## src/rtl/sprite_ram_writer.sv

```systemverilog
// sprite_ram_writer: drives port A of a dual-port sprite RAM.
// It either streams a 55x55 bitmap of palette indices in raster order or
// fills the whole sprite with one constant index.
// The address map is addr = x + y*SPRITE_DIM. The address counter is
// advanced in step with x/y, so no multiplier is needed.
//
// Handshake: a pixel is accepted on a rising clock edge when
// pix_valid & pix_ready are both high. pix_ready is high in every STREAM
// cycle and low otherwise. pix_ready is a pure function of the state, so it
// does not depend on pix_valid. Each accepted pixel appears as a registered
// write (wr_en/wr_addr/wr_data) in the following cycle. A pixel accepted in
// the same cycle as abort is dropped.
module sprite_ram_writer #(
  parameter int SPRITE_DIM = 55,
  parameter int ADDR_W     = 12,  // SPRITE_DIM*SPRITE_DIM must fit in 2**ADDR_W
  parameter int DATA_W     = 4
) (
  input  logic              vga_clk,
  input  logic              reset_n,
  input  logic              start,
  input  logic              fill_mode,
  input  logic [DATA_W-1:0] fill_index,
  input  logic              abort,
  input  logic              pix_valid,
  input  logic [DATA_W-1:0] pix_data,
  output logic              pix_ready,
  output logic              wr_en,
  output logic [ADDR_W-1:0] wr_addr,
  output logic [DATA_W-1:0] wr_data,
  output logic              busy,
  output logic              done,
  output logic [1:0]        dbg_state
);

  localparam int CW = $clog2(SPRITE_DIM);
  localparam logic [CW-1:0] LAST = CW'(SPRITE_DIM - 1);

  typedef enum logic [1:0] {
    ST_IDLE   = 2'd0,
    ST_STREAM = 2'd1,
    ST_FILL   = 2'd2
  } state_t;

  state_t              state_q, state_d;
  logic [CW-1:0]       x_q, x_d;
  logic [CW-1:0]       y_q, y_d;
  logic [ADDR_W-1:0]   addr_q, addr_d;
  logic [DATA_W-1:0]   fill_q, fill_d;
  logic                wr_en_q, wr_en_d;
  logic [ADDR_W-1:0]   wr_addr_q, wr_addr_d;
  logic [DATA_W-1:0]   wr_data_q, wr_data_d;
  logic                done_q, done_d;

  logic accept;
  logic last_px;

  // A pixel is consumed either from the stream handshake or once per FILL cycle.
  always_comb begin
    accept  = !abort && ((state_q == ST_STREAM && pix_valid) || state_q == ST_FILL);
    last_px = (x_q == LAST) && (y_q == LAST);
  end

  // Next-state, counter and write-port logic.
  always_comb begin
    state_d   = state_q;
    x_d       = x_q;
    y_d       = y_q;
    addr_d    = addr_q;
    fill_d    = fill_q;
    wr_en_d   = 1'b0;
    wr_addr_d = wr_addr_q;
    wr_data_d = wr_data_q;
    done_d    = 1'b0;

    case (state_q)
      ST_IDLE: begin
        // Abort has priority over start, even while idle.
        if (start && !abort) begin
          state_d = fill_mode ? ST_FILL : ST_STREAM;
          fill_d  = fill_index;
          x_d     = '0;
          y_d     = '0;
          addr_d  = '0;
        end
      end
      ST_STREAM, ST_FILL: begin
        if (abort) begin
          state_d = ST_IDLE;
          x_d     = '0;
          y_d     = '0;
          addr_d  = '0;
        end else if (accept) begin
          wr_en_d   = 1'b1;
          wr_addr_d = addr_q;
          wr_data_d = (state_q == ST_FILL) ? fill_q : pix_data;
          if (last_px) begin
            // Final pixel: done fires alongside the last write, and the
            // block is idle (and can accept a new start) the cycle after.
            done_d  = 1'b1;
            state_d = ST_IDLE;
            x_d     = '0;
            y_d     = '0;
            addr_d  = '0;
          end else begin
            addr_d = addr_q + 1'b1;
            if (x_q == LAST) begin
              x_d = '0;
              y_d = y_q + 1'b1;
            end else begin
              x_d = x_q + 1'b1;
            end
          end
        end
      end
      default: begin
        state_d = ST_IDLE;
        x_d     = '0;
        y_d     = '0;
        addr_d  = '0;
      end
    endcase
  end

  // State, counters and registered write port; reset clears everything.
  always_ff @(posedge vga_clk or negedge reset_n) begin
    if (!reset_n) begin
      state_q   <= ST_IDLE;
      x_q       <= '0;
      y_q       <= '0;
      addr_q    <= '0;
      fill_q    <= '0;
      wr_en_q   <= 1'b0;
      wr_addr_q <= '0;
      wr_data_q <= '0;
      done_q    <= 1'b0;
    end else begin
      state_q   <= state_d;
      x_q       <= x_d;
      y_q       <= y_d;
      addr_q    <= addr_d;
      fill_q    <= fill_d;
      wr_en_q   <= wr_en_d;
      wr_addr_q <= wr_addr_d;
      wr_data_q <= wr_data_d;
      done_q    <= done_d;
    end
  end

  // Status outputs decoded from state alone.
  always_comb begin
    pix_ready = (state_q == ST_STREAM);
    busy      = (state_q == ST_STREAM) || (state_q == ST_FILL);
    dbg_state = state_q;
    wr_en     = wr_en_q;
    wr_addr   = wr_addr_q;
    wr_data   = wr_data_q;
    done      = done_q;
  end

endmodule

```

## config.mk

```make
export PLATFORM = sky130hd
export DESIGN_NAME = sprite_ram_writer
export DESIGN_NICKNAME = d
export VERILOG_FILES = /design/src/rtl/sprite_ram_writer.sv
export SDC_FILE = /design/constraint.sdc
export NUM_CORES = 1
export LEC_CHECK = 0
export CAP_MARGIN = 10
export CORE_MARGIN = 2
export CORE_UTILIZATION = 25
export DETAILED_ROUTE_END_ITERATION = 16
export HOLD_SLACK_MARGIN = 0.12
export PLACE_DENSITY = 0.53
export SLEW_MARGIN = 5
export SYNTH_ARGS = -nofsm -noshare
export SYNTH_HDL_FRONTEND = slang
export SYNTH_SLANG_ARGS = --single-unit
```

## constraint.sdc

```tcl
create_clock -name vga_clk -period 2.2 [get_ports vga_clk]
set_clock_uncertainty 0.05 [all_clocks]
set_input_delay 0.22 -clock vga_clk [delete_from_list [all_inputs] [get_ports vga_clk]]
set_output_delay 0.22 -clock vga_clk [all_outputs]
set_load 0.005 [all_outputs]
```

Word level (Yosys, flattened, before mapping)
Index checks and enable logic that the tools add are counted.

storage, ports and cells
  memory bits (writable) = 0
  ROM bits = 0
  bits in latches = 0
  flip-flop bits (word level) = 48
  logic and storage cells = 65
  memories kept = 0

cells by class
  $add $sub $neg = 3
  mux-type cells = 30
  multipliers = 0
  $lt $le $gt $ge = 0
  eq/ne operators = 8
  reductions and logical operators = 14
  bitwise gates (word level) = 1
  shifts and indexed selects = 0
  div/mod/pow operators = 0

operator list
  cell                                                  number
  2-to-1 mux 6 bit                                      9
  2-to-1 mux 12 bit                                     4
  one-hot mux 12 bit (2 select lines)                   1
  one-hot mux 6 bit (2 select lines)                    2
  adder 12 x 1 -> 12 bit (second input constant)        1
  adder 6 x 1 -> 6 bit (second input constant)          2
  equality test 6 bit (second input constant)           2
  2-to-1 mux 2 bit                                      5
  AND reduction 3 bit                                   3
  2-to-1 mux 1 bit                                      7
  inequality test 3 bit (second input constant)         2
  logical AND 1 bit                                     4
  2-to-1 mux 4 bit                                      1
  inequality test 4 bit (second input constant)         1
  one-hot mux 2 bit (2 select lines)                    1
  AND reduction 2 bit                                   2
  equality test 2 x 1 -> 1 bit (second input constant)  1
  equality test 2 bit (second input constant)           1
  zero test 2 bit                                       1
  logical OR 1 bit                                      2
  inequality test 2 bit (second input constant)         1
  OR reduction 2 bit                                    1
  zero test 1 bit                                       1
  NOT 1 bit                                             1

Longest topological paths before layout
Gate-level depths: netlist of run 1.

  depth in word-level cells = 7
  mapped depth = 9
  mapped depth without buffers = 6

Worst setup path before layout of run 1
Ideal clock, no wire load.

  kind = register to register
  start point = register state_q[0] (netlist: dbg_state[0])
  end point = register addr_q[9]
  required time = 2073 ps
  setup slack = 139 ps
  data arrival time = 1934 ps
  path buffers = 0
  setup time = 77 ps
  stages on the path, launching flop included = 7
  cell sequence = dfrtp_1 > inv_1 > ha_1 > nor2b_4 > a221o_1 > or4_1 > a21oi_1

between the ends
  longest elaborated chain between the ends = 6
  elaborated cells between the ends (all ways) = 11
  those cells by class = eq/ne: 4; mux: 1; reduce/logical: 6

RTL lines
  what                                    line    text
  from (decl)                             44      state_t state_q, state_d;
  from (signal assigned)                  137     state_q <= state_d;
  equality test 2 x 1 -> 1 bit            59, 75
  logical AND 1 bit                       59      accept = !abort && ((state_q == ST_STREAM && pix_valid) || state_q == ST_FILL);
  logical OR 1 bit                        59
  logical AND 1 bit                       59
  inequality test 3 bit (no source line)  n/a
  AND reduction 2 bit (no source line)    n/a
  to (signal assigned)                    140     addr_q <= addr_d;
  to (decl)                               47      logic [ADDR_W-1:0] addr_q, addr_d;

Parallel ways exist; a longest one is shown, timed or not.
A chain may end at the register's enable or synchronous reset.

Final worst setup path of run 1
  start point = register state_q[0] (netlist: dbg_state[0])
  end point = register addr_q[7]

Same word-level chain as after synthesis.

==> flow_metrics.py, run 1 <==
metrics = {
    "timing": {
        "final-setup-viol-count": 0,
        "maxSlewHeadroom_pct": 44.76,
        "hold_viol": 0,
        "grt_setup_unrepaired": "true",
        "slew_viol_final": 0,
        "tightest_slew_ns": 0.8286,
        "fin_hold_ws_ns": 0.4449,
        "period_share_pct": 94.44,
        "final.min_clock_period_ns": 2.078,
        "fmax_mhz": 481.3,
    },
    "clock_tree": {
        "postCtsSetupBuffers": 0,
        "cts.sinks": 48,
        "numCtsBuffers": 5,
        "clkSlewWorstSetupHoldPaths_ns": 0.09,
        "cts_tree": "done",
        "clk_latency_ns": 0.30,
        "cts.htree.levels": 2,
        "cts-root-buf": "clkbuf_8",
        "clockBufferDepth": 2,
    },
    "global_routing": {
        "gr-total-overflow": 0,
        "grt_pass1_vias": 1875,
        "grt_pass1_wl_um": 8680,
        "grt.met2_usage_pct": 18.31,
        "top_usage_layer": "met2",
        "grt_max_degree": 37,
        "track_usage_pct": 10.74,
        "grt_util_met1_pct": 13.15,
        "grt.met3_usage_pct": 2.913,
        "antenna_found_initial": 0,
    },
    "yosys": {
        "avgSynthCellArea_um2": 11.07,
        "ys_ff_latch": 48,
        "synthTopCellsByCount": "48 x dfrtp_1, 20 x a21oi_1, 16 x mux2_2",
        "synth_cell_types": 37,
        "synth_compound_area_share_pct": 15.57,
        "syn_nets": 234,
        "netlist_area_mm2": 0.002346,
        "yosys_warnings": 0,
        "async_flop_share_pct": 100.0,
        "synth_enable_flop_cells": 0,
        "synth_top_area_share_pct": 51.20,
        "yosysTopAreaCell": "dfrtp_1",
        "synthSimpleGateAreaFrac_pct": 15.41,
        "synth_fa_ha_area_share_pct": 4.267,
        "synth_area_leaders": "dfrtp_1 51%, mux2_2 7.7%, a21oi_1 4.3%",
        "yosys.cell_count.top_type": "dfrtp_1",
        "synth_cells": 212,
        "synth_xor_area_share_pct": 0,
        "synth-seq-area-share_pct": 51.20,
        "synthFlopType": "dfrtp_1",
        "synthMuxAreaShare_pct": 10.24,
        "synth_top_family_by_area": "compound AO/OA/AOI/OAI gates",
    },
    "run_status": {
        "status": "complete, no violations",
    },
    "detailed_routing": {
        "num_vias": 1846,
        "drc": 0,
        "drtIter0Drc": 71,
        "ant_nets": 0,
        "first_pass_iters": 4,
        "drt-total-wl_um": 4964,
        "viasPerCell": 4.884,
        "routedWlPerCell_um": 13.13,
    },
    "floorplanning": {
        "io_pins": 36,
        "rows": 35,
        "dieArea_mm2": 0.01017,
        "core_mm2": 0.009153,
        "die_h_um": 100.9,
        "die_x_um": 100.9,
        "start_util_pct": 25.63,
    },
    "place": {
        "hpwl_um": 3639,
        "gp_congestion": 0.7579,
        "io_buffer_count": 35,
    },
    "power_and_ir_drop": {
        "p_per_area_mw_per_mm2": 1035,
        "total_power_uw": 3224,
        "worst_ir_drop_vdd_uv": 280.1,
        "p_leak_uw": 0.001281,
    },
    "layout": {
        "drive_gt1_share_pct": 18.73,
        "fillers": 912,
        "nets": 288,
        "antennaDiodeCount": 0,
        "area_growth_pct": 32.80,
    },
    "critical_path": {
        "worstSetupPathType": "register to register",
        "cp-start-kind": "register",
        "cp.arrival_ns": 2.26,
        "crit_path_max_fanout": 8,
        "cp_data_required_time_ns": 2.38,
        "crit_path_end_kind": "register",
    },
    "job": {
        "maxCapViolations": 0,
    },
    "worst_hold_path": {
        "hp-class": "primary input to register",
    },
}
through the flow:
step                setup TNS, ns  cells  setup slack (ns)  cell area [um^2]  utilization, %
floorplan                       0    212            0.1386              2346               -
global placement                0    369           0.08299              2938           32.10
detailed placement              0    369           0.05334              2938           32.10
CTS                             0    378            0.1077              3108           33.96
global route            -0.004219    378         -0.004219              3115           34.04
finish                          0    378            0.1224              3115           34.04
cell families (layout without fill, tap and decap cells):
| family | after synthesis | after routing |
|---|---|---|
| AOI/OAI and AO/OA | 56 | 56 |
| adders and majority gates | 8 | 8 |
| buffers and inverters | 17 | 72 |
| DFF | 48 | 48 |
| muxes | 22 | 22 |
| and+or+nand+nor | 61 | 61 |
path summary, 6_finish.rpt:
kind	endpoint	slack [ns]	depth (start not counted)	from
setup / recovery	addr_q[7]$_DFFE_PN0P_	0.12	6	dbg_state[0]$_DFFE_PN0P_
hold / removal	dbg_state[1]$_DFFE_PN0P_	0.44	3	fill_mode
setup reg to reg	addr_q[7]$_DFFE_PN0P_	0.12	6	dbg_state[0]$_DFFE_PN0P_
hold reg to reg	wr_addr[8]$_DFFE_PN0P_	0.46	1	wr_addr[8]$_DFFE_PN0P_
max in group asynchronous	wr_addr[3]$_DFFE_PN0P_	0.95	3	reset_n
min in group asynchronous	wr_data[1]$_DFFE_PN0P_	0.50	2	reset_n
metal layers:
metal	share of wire, %	vias to the layer above
met5	0	-
met3	3.8	4
met4	1.0	0
met2	50	29
li1	-	906
met1	45	907
repair_timing:
item	4_1_cts	5_1_grt
hold buffers	1	0
cloned	0	0
hold endpoints to repair	34	0
setup endpoints to repair	1	4
resized for setup	1	3
layout make-up:
| type | instances | area, um^2 | area share, % |
|---|---|---|---|
| clock buffer | 5 | 68.82 | 2.209 |
| tap | 111 | 138.9 | 4.458 |
| multi-input combinational | 147 | 1076 | 34.54 |
| sequential | 48 | 1201 | 38.55 |
| timing repair buffer | 54 | 503.0 | 16.14 |
| clock inverter | 3 | 90.09 | 2.892 |
| inverter | 10 | 37.54 | 1.205 |
cell usage in the layout, fill, tap and decap left out, drive strengths merged, types with 9 or more instances in the layout:
cell type,count
a21oi,21
buf,19
clkdlybuf4s50,34
dfrtp,48
inv,10
mux2,16
nand2,12
o21ai,11
o31ai,9
or4,13
report_power, final:
group | switching [uW] | total (uW) | internal (uW)
sequential | 108 | 1140 | 1030
clock | 302 | 871 | 568
combinational | 575 | 1210 | 635
total | 986 | 3220 | 2240
flip-flops by register name, indices dropped and copies added (netlist names):
| name | flops |
|---|---|
| wr_en | 1 |
| wr_data | 4 |
| y_q | 6 |
| dbg_state | 2 |
| wr_addr | 12 |
| addr_q | 12 |
| done | 1 |
| x_q | 6 |
| fill_q | 4 |
critical path: stages (launching register included):
cell     delay (ns)
dfrtp_1        0.36
inv_1          0.06
ha_1           0.31
nor2b_4        0.15
a221o_2        0.45
or4_1          0.48
a21oi_1        0.15
Power figures use the tool's default switching activity.
==> run 2, diff against run 1 <==
--- a/config.mk
+++ b/config.mk
@@ -8,6 +8,7 @@
 export CAP_MARGIN = 10
 export CORE_MARGIN = 2
 export CORE_UTILIZATION = 25
+export CTS_BUF_LIST = sky130_fd_sc_hd__clkbuf_16
 export DETAILED_ROUTE_END_ITERATION = 16
 export HOLD_SLACK_MARGIN = 0.12
 export PLACE_DENSITY = 0.53
==> flow_metrics.py, run 2 (synthesized netlist as in run 1, its figures left out) <==
metrics = {
    "layout": {
        "nets": 288,
        "fillers": 904,
        "area_growth_pct": 35.20,
        "drive_gt1_share_pct": 18.73,
        "mostFrequentLayoutCell": "dfrtp_1",
        "multi_input_area_mm2": 0.001076,
        "seq_area_mm2": 0.001201,
        "final_cell_mix": "48 x dfrtp_1, 34 x clkdlybuf4s50_1, 20 x a21oi_1",
        "layout.cells.non_filler": 378,
        "final_util_pct": 34.65,
        "antennaDiodeCount": 0,
    },
    "floorplanning": {
        "dieArea_mm2": 0.01017,
        "die_x_um": 100.9,
        "start_util_pct": 25.63,
        "rows": 35,
        "core_mm2": 0.009153,
        "io_pins": 36,
        "die_h_um": 100.9,
    },
    "power_and_ir_drop": {
        "worst_ir_drop_vdd_uv": 281.5,
        "p_leak_uw": 0.001307,
        "p_per_area_mw_per_mm2": 1086,
        "total_power_uw": 3445,
    },
    "detailed_routing": {
        "ant_nets": 0,
        "drc": 0,
        "viasPerCell": 4.918,
        "drt-total-wl_um": 4941,
        "drtIter0Drc": 66,
        "num_vias": 1859,
        "routedWlPerCell_um": 13.07,
        "first_pass_iters": 4,
    },
    "clock_tree": {
        "cts.sinks": 48,
        "clkSlewWorstSetupHoldPaths_ns": 0.07,
        "cts.htree.levels": 2,
        "clockBufferDepth": 2,
        "cts-root-buf": "clkbuf_16",
        "postCtsSetupBuffers": 0,
        "numCtsBuffers": 5,
        "cts_tree": "done",
        "clk_latency_ns": 0.29,
    },
    "global_routing": {
        "gr-total-overflow": 0,
        "antenna_found_initial": 0,
        "grt_pass1_vias": 1855,
        "grt_max_degree": 37,
        "track_usage_pct": 10.67,
        "grt_pass1_wl_um": 8645,
    },
    "place": {
        "io_buffer_count": 35,
        "hpwl_um": 3639,
        "dp_cells": 369,
        "gp_congestion": 0.7579,
    },
    "run_status": {
        "status": "complete, no violations",
    },
    "critical_path": {
        "worstSetupPathType": "register to register",
        "cp-start-kind": "register",
        "crit_path_max_fanout": 8,
        "crit_path_end_kind": "register",
        "ff2ff_path_depth": 6,
        "cp_data_required_time_ns": 2.36,
        "cp.arrival_ns": 2.24,
    },
    "timing": {
        "slew_viol_final": 0,
        "grt_setup_unrepaired": "false",
        "tightest_slew_ns": 0.8074,
        "final.min_clock_period_ns": 2.075,
        "setup-tns-final_ns": 0,
        "fmax_mhz": 481.9,
        "final-setup-viol-count": 0,
        "hold_viol": 0,
        "maxSlewHeadroom_pct": 46.17,
        "period_share_pct": 94.33,
    },
    "job": {
        "maxCapViolations": 0,
    },
    "worst_hold_path": {
        "min_path_cells": 1,
        "hp-class": "register to register",
    },
}
==> run 2: routing by layer <==
layer	track usage (%)	wire length, um	up-vias
met5	0	0	-
met4	3.793	63	0
met3	2.705	172	5
met2	17.95	2493	30
met1	13.25	2210	915
li1	-	-	909
==> run 2: stage by stage <==
| step | hold slack (ns) | instance area (um^2) | setup WS [ns] |
|---|---|---|---|
| after floorplan | -0.1256 | 2346 | 0.1386 |
| after detailed placement | 0.3160 | 2938 | 0.05334 |
| after CTS | 0.4611 | 3163 | 0.03401 |
| after global routing | 0.4713 | 3172 | 0.008878 |
| final | 0.4579 | 3172 | 0.1248 |
| after global placement | 0.3124 | 2938 | 0.08299 |
==> run 2: worst paths after layout <==
kind,start,to,slack (ns)
max,dbg_state[0]$_DFFE_PN0P_,addr_q[7]$_DFFE_PN0P_,0.12
min in group asynchronous,reset_n,wr_data[1]$_DFFE_PN0P_,0.51
max reg2reg,dbg_state[0]$_DFFE_PN0P_,addr_q[7]$_DFFE_PN0P_,0.12
min reg2reg,wr_addr[8]$_DFFE_PN0P_,wr_addr[8]$_DFFE_PN0P_,0.46
min,wr_addr[8]$_DFFE_PN0P_,wr_addr[8]$_DFFE_PN0P_,0.46
max in group asynchronous,reset_n,wr_addr[5]$_DFFE_PN0P_,0.95
==> run 2: repair_timing <==
item                                    4_1_cts  5_1_grt
hold buffers                                  1        0
gates resized for setup                       0        4
hold endpoints to repair                     34        0
endpoints found under the setup margin        0       19
==> run 2: layout make-up <==
type | instances | share of cell area (%)
sequential | 48 | 37.87
multi-input combinational | 147 | 33.93
timing repair buffer | 54 | 15.86
tap | 111 | 4.379
clock buffer | 5 | 3.945
clock inverter | 3 | 2.840
inverter | 10 | 1.183
==> run 2: critical path: stages (launching register included) <==
cell and delay (ns):
dfrtp_1 0.35, inv_1 0.06, ha_1 0.31, nor2b_4 0.15, a221o_2 0.46, or4_1 0.48, a21oi_1 0.15
==> run 2: power by group <==
part / leakage [uW] / switching, uW / total, uW / internal (uW)
clock network: 0.000104 / 327 / 1090 / 766
logic: 0.000557 / 573 / 1210 / 635
registers: 0.000646 / 108 / 1140 / 1040
==> run 3, diff against run 2 <==
--- a/config.mk
+++ b/config.mk
@@ -9,9 +9,11 @@
 export CORE_MARGIN = 2
 export CORE_UTILIZATION = 25
 export CTS_BUF_LIST = sky130_fd_sc_hd__clkbuf_16
+export CTS_CLUSTER_SIZE = 16
 export DETAILED_ROUTE_END_ITERATION = 16
 export HOLD_SLACK_MARGIN = 0.12
 export PLACE_DENSITY = 0.53
+export SETUP_SLACK_MARGIN = 0.1
 export SLEW_MARGIN = 5
 export SYNTH_ARGS = -nofsm -noshare
 export SYNTH_HDL_FRONTEND = slang
==> flow_metrics.py, run 3 (synthesized netlist as in run 1, its figures left out) <==
metrics = {
    "layout": {
        "nets": 291,
        "fillers": 895,
        "final_util_pct": 35.45,
        "drive_gt1_share_pct": 20.74,
        "antennaDiodeCount": 0,
        "mostFrequentLayoutCell": "dfrtp_1",
        "area_growth_pct": 38.29,
        "final_cell_mix": "48 x dfrtp_1, 34 x clkdlybuf4s50_1, 19 x a21oi_1, 19 x buf_4, 16 x mux2_2",
        "final_area_mm2": 0.003244,
    },
    "critical_path": {
        "cp_data_required_time_ns": 2.36,
        "worstSetupPathType": "register to register",
        "slowest_delay_ns": 0.48,
        "cp_cell_sequence": "inv_1 -> ha_1 -> nor2b_4 -> a221o_2 -> or4_1 -> a21oi_1",
        "worst-path-buf-inv": 1,
        "cp-start-kind": "register",
        "cp.arrival_ns": 2.18,
        "crit_slowest_cell": "or4_1",
        "crit_path_end_kind": "register",
        "r2r_slack_ns": 0.18,
        "crit_family": "simple AND/OR/NAND/NOR gates",
        "crit_path_max_fanout": 8,
    },
    "timing": {
        "hold_viol": 0,
        "final.min_clock_period_ns": 2.016,
        "maxSlewHeadroom_pct": 45.98,
        "slew_viol_final": 0,
        "period_share_pct": 91.64,
        "setup-tns-final_ns": 0,
        "tightest_slew_ns": 0.8102,
        "setup_ws_ns": 0.1840,
        "fmax_mhz": 496.0,
        "final-setup-viol-count": 0,
        "grt_setup_unrepaired": "true",
    },
    "clock_tree": {
        "clkSlewWorstSetupHoldPaths_ns": 0.07,
        "cts-root-buf": "clkbuf_16",
        "cts_tree": "done",
        "cts.htree.levels": 2,
        "clk_latency_ns": 0.28,
        "cts.sinks": 48,
        "clockBufferDepth": 2,
        "numCtsBuffers": 5,
    },
    "power_and_ir_drop": {
        "p_sw_uw": 1046,
        "p_int_uw": 2494,
        "seqPwrFrac_pct": 32.3,
        "p_leak_uw": 0.001326,
        "worst_ir_drop_vdd_uv": 283.6,
        "pwr-share-comb_pct": 36.9,
        "netSwitchingFraction_pct": 29.54,
        "p_per_area_mw_per_mm2": 1091,
        "clock_power_share_pct": 30.9,
    },
    "floorplanning": {
        "io_pins": 36,
        "core_mm2": 0.009153,
        "dieArea_mm2": 0.01017,
        "rows": 35,
        "die_h_um": 100.9,
        "start_util_pct": 25.63,
        "die_x_um": 100.9,
    },
    "global_routing": {
        "antenna_found_initial": 0,
        "grt_pass1_vias": 1855,
        "grt_max_degree": 37,
        "track_usage_pct": 10.67,
        "gr-total-overflow": 0,
        "grt_pass1_wl_um": 8645,
    },
    "detailed_routing": {
        "viasPerCell": 4.900,
        "drtIter0Drc": 65,
        "drt-total-wl_um": 4979,
        "ant_nets": 0,
        "first_pass_iters": 4,
        "drc": 0,
        "num_vias": 1867,
        "routedWlPerCell_um": 13.07,
    },
    "place": {
        "placed_area_mm2": 0.002938,
        "gp_congestion": 0.7579,
        "io_buffer_count": 35,
        "hpwl_um": 3639,
        "pre_cts_ws_ns": 0.05334,
    },
    "run_status": {
        "status": "complete, no violations",
    },
    "job": {
        "maxCapViolations": 0,
    },
    "worst_hold_path": {
        "hp-class": "register to register",
    },
}
-- run 3: power groups by stage --
stage / logic, uW / clock network (uW) / registers, uW
2_1_floorplan: 644 / 0 / 1150
3_3_place_gp: 1200 / 0 / 1160
3_5_place_dp: 1210 / 0 / 1160
4_1_cts: 1220 / 1120 / 1150
5_1_grt: 1450 / 1160 / 1170
6_report: 1300 / 1090 / 1140
-- run 3: per-layer routing --
layer / global-route usage [%] / vias to the layer above / part of all wire [%]
li1: - / 913 / -
met1: 13.25 / 917 / 45
met2: 17.95 / 32 / 50
met3: 2.705 / 5 / 3.8
met4: 3.793 / 0 / 1.3
met5: 0 / - / 0
-- run 3: metrics by stage --
stage	total power [uW]	hold slack (ns)	instances
2_1_floorplan	1792	-0.1256	212
3_3_place_gp	2362	0.3124	369
3_5_place_dp	2376	0.3160	369
4_1_cts	3489	0.4611	378
5_1_grt	3774	0.4713	381
6_report	3540	0.4551	381
-- run 3: area by class of cell --
cell class / count / area (um^2) / area share [%]
clock buffers: 5 / 125.1 / 3.857
flip-flops and latches: 48 / 1201 / 37.02
multi-input cells: 147 / 1122 / 34.59
well taps: 111 / 138.9 / 4.281
inverters: 10 / 37.54 / 1.157
clock inverters: 3 / 90.09 / 2.777
repair buffers: 57 / 529.3 / 16.31
-- run 3: final timing paths --
path,startpoint,end,depth (start not counted)
min,fill_q[0]$_DFFE_PN0P_,fill_q[0]$_DFFE_PN0P_,1
max reg2reg,dbg_state[0]$_DFFE_PN0P_,addr_q[7]$_DFFE_PN0P_,6
max,dbg_state[0]$_DFFE_PN0P_,addr_q[7]$_DFFE_PN0P_,6
max in group asynchronous,reset_n,wr_addr[5]$_DFFE_PN0P_,3
min reg2reg,fill_q[0]$_DFFE_PN0P_,fill_q[0]$_DFFE_PN0P_,1
min in group asynchronous,reset_n,wr_data[1]$_DFFE_PN0P_,2
-- run 3: worst reg2reg max path: cells and delay by family, from the launching register on --
family                     cells  cell delay, ns
and+or+nand+nor                2            0.63
adders and majority gates      1            0.31
DFF                            1            0.34
AOI/OAI and AO/OA              2            0.55
buffers and inverters          1            0.06
-- run 3: repair_timing --
item,CTS,global route
pin swaps,0,4
hold buffers,1,0
setup endpoints to repair,13,18
setup buffers,0,3
endpoints found under the hold margin,34,0
resized for setup,1,14
cloned,0,0
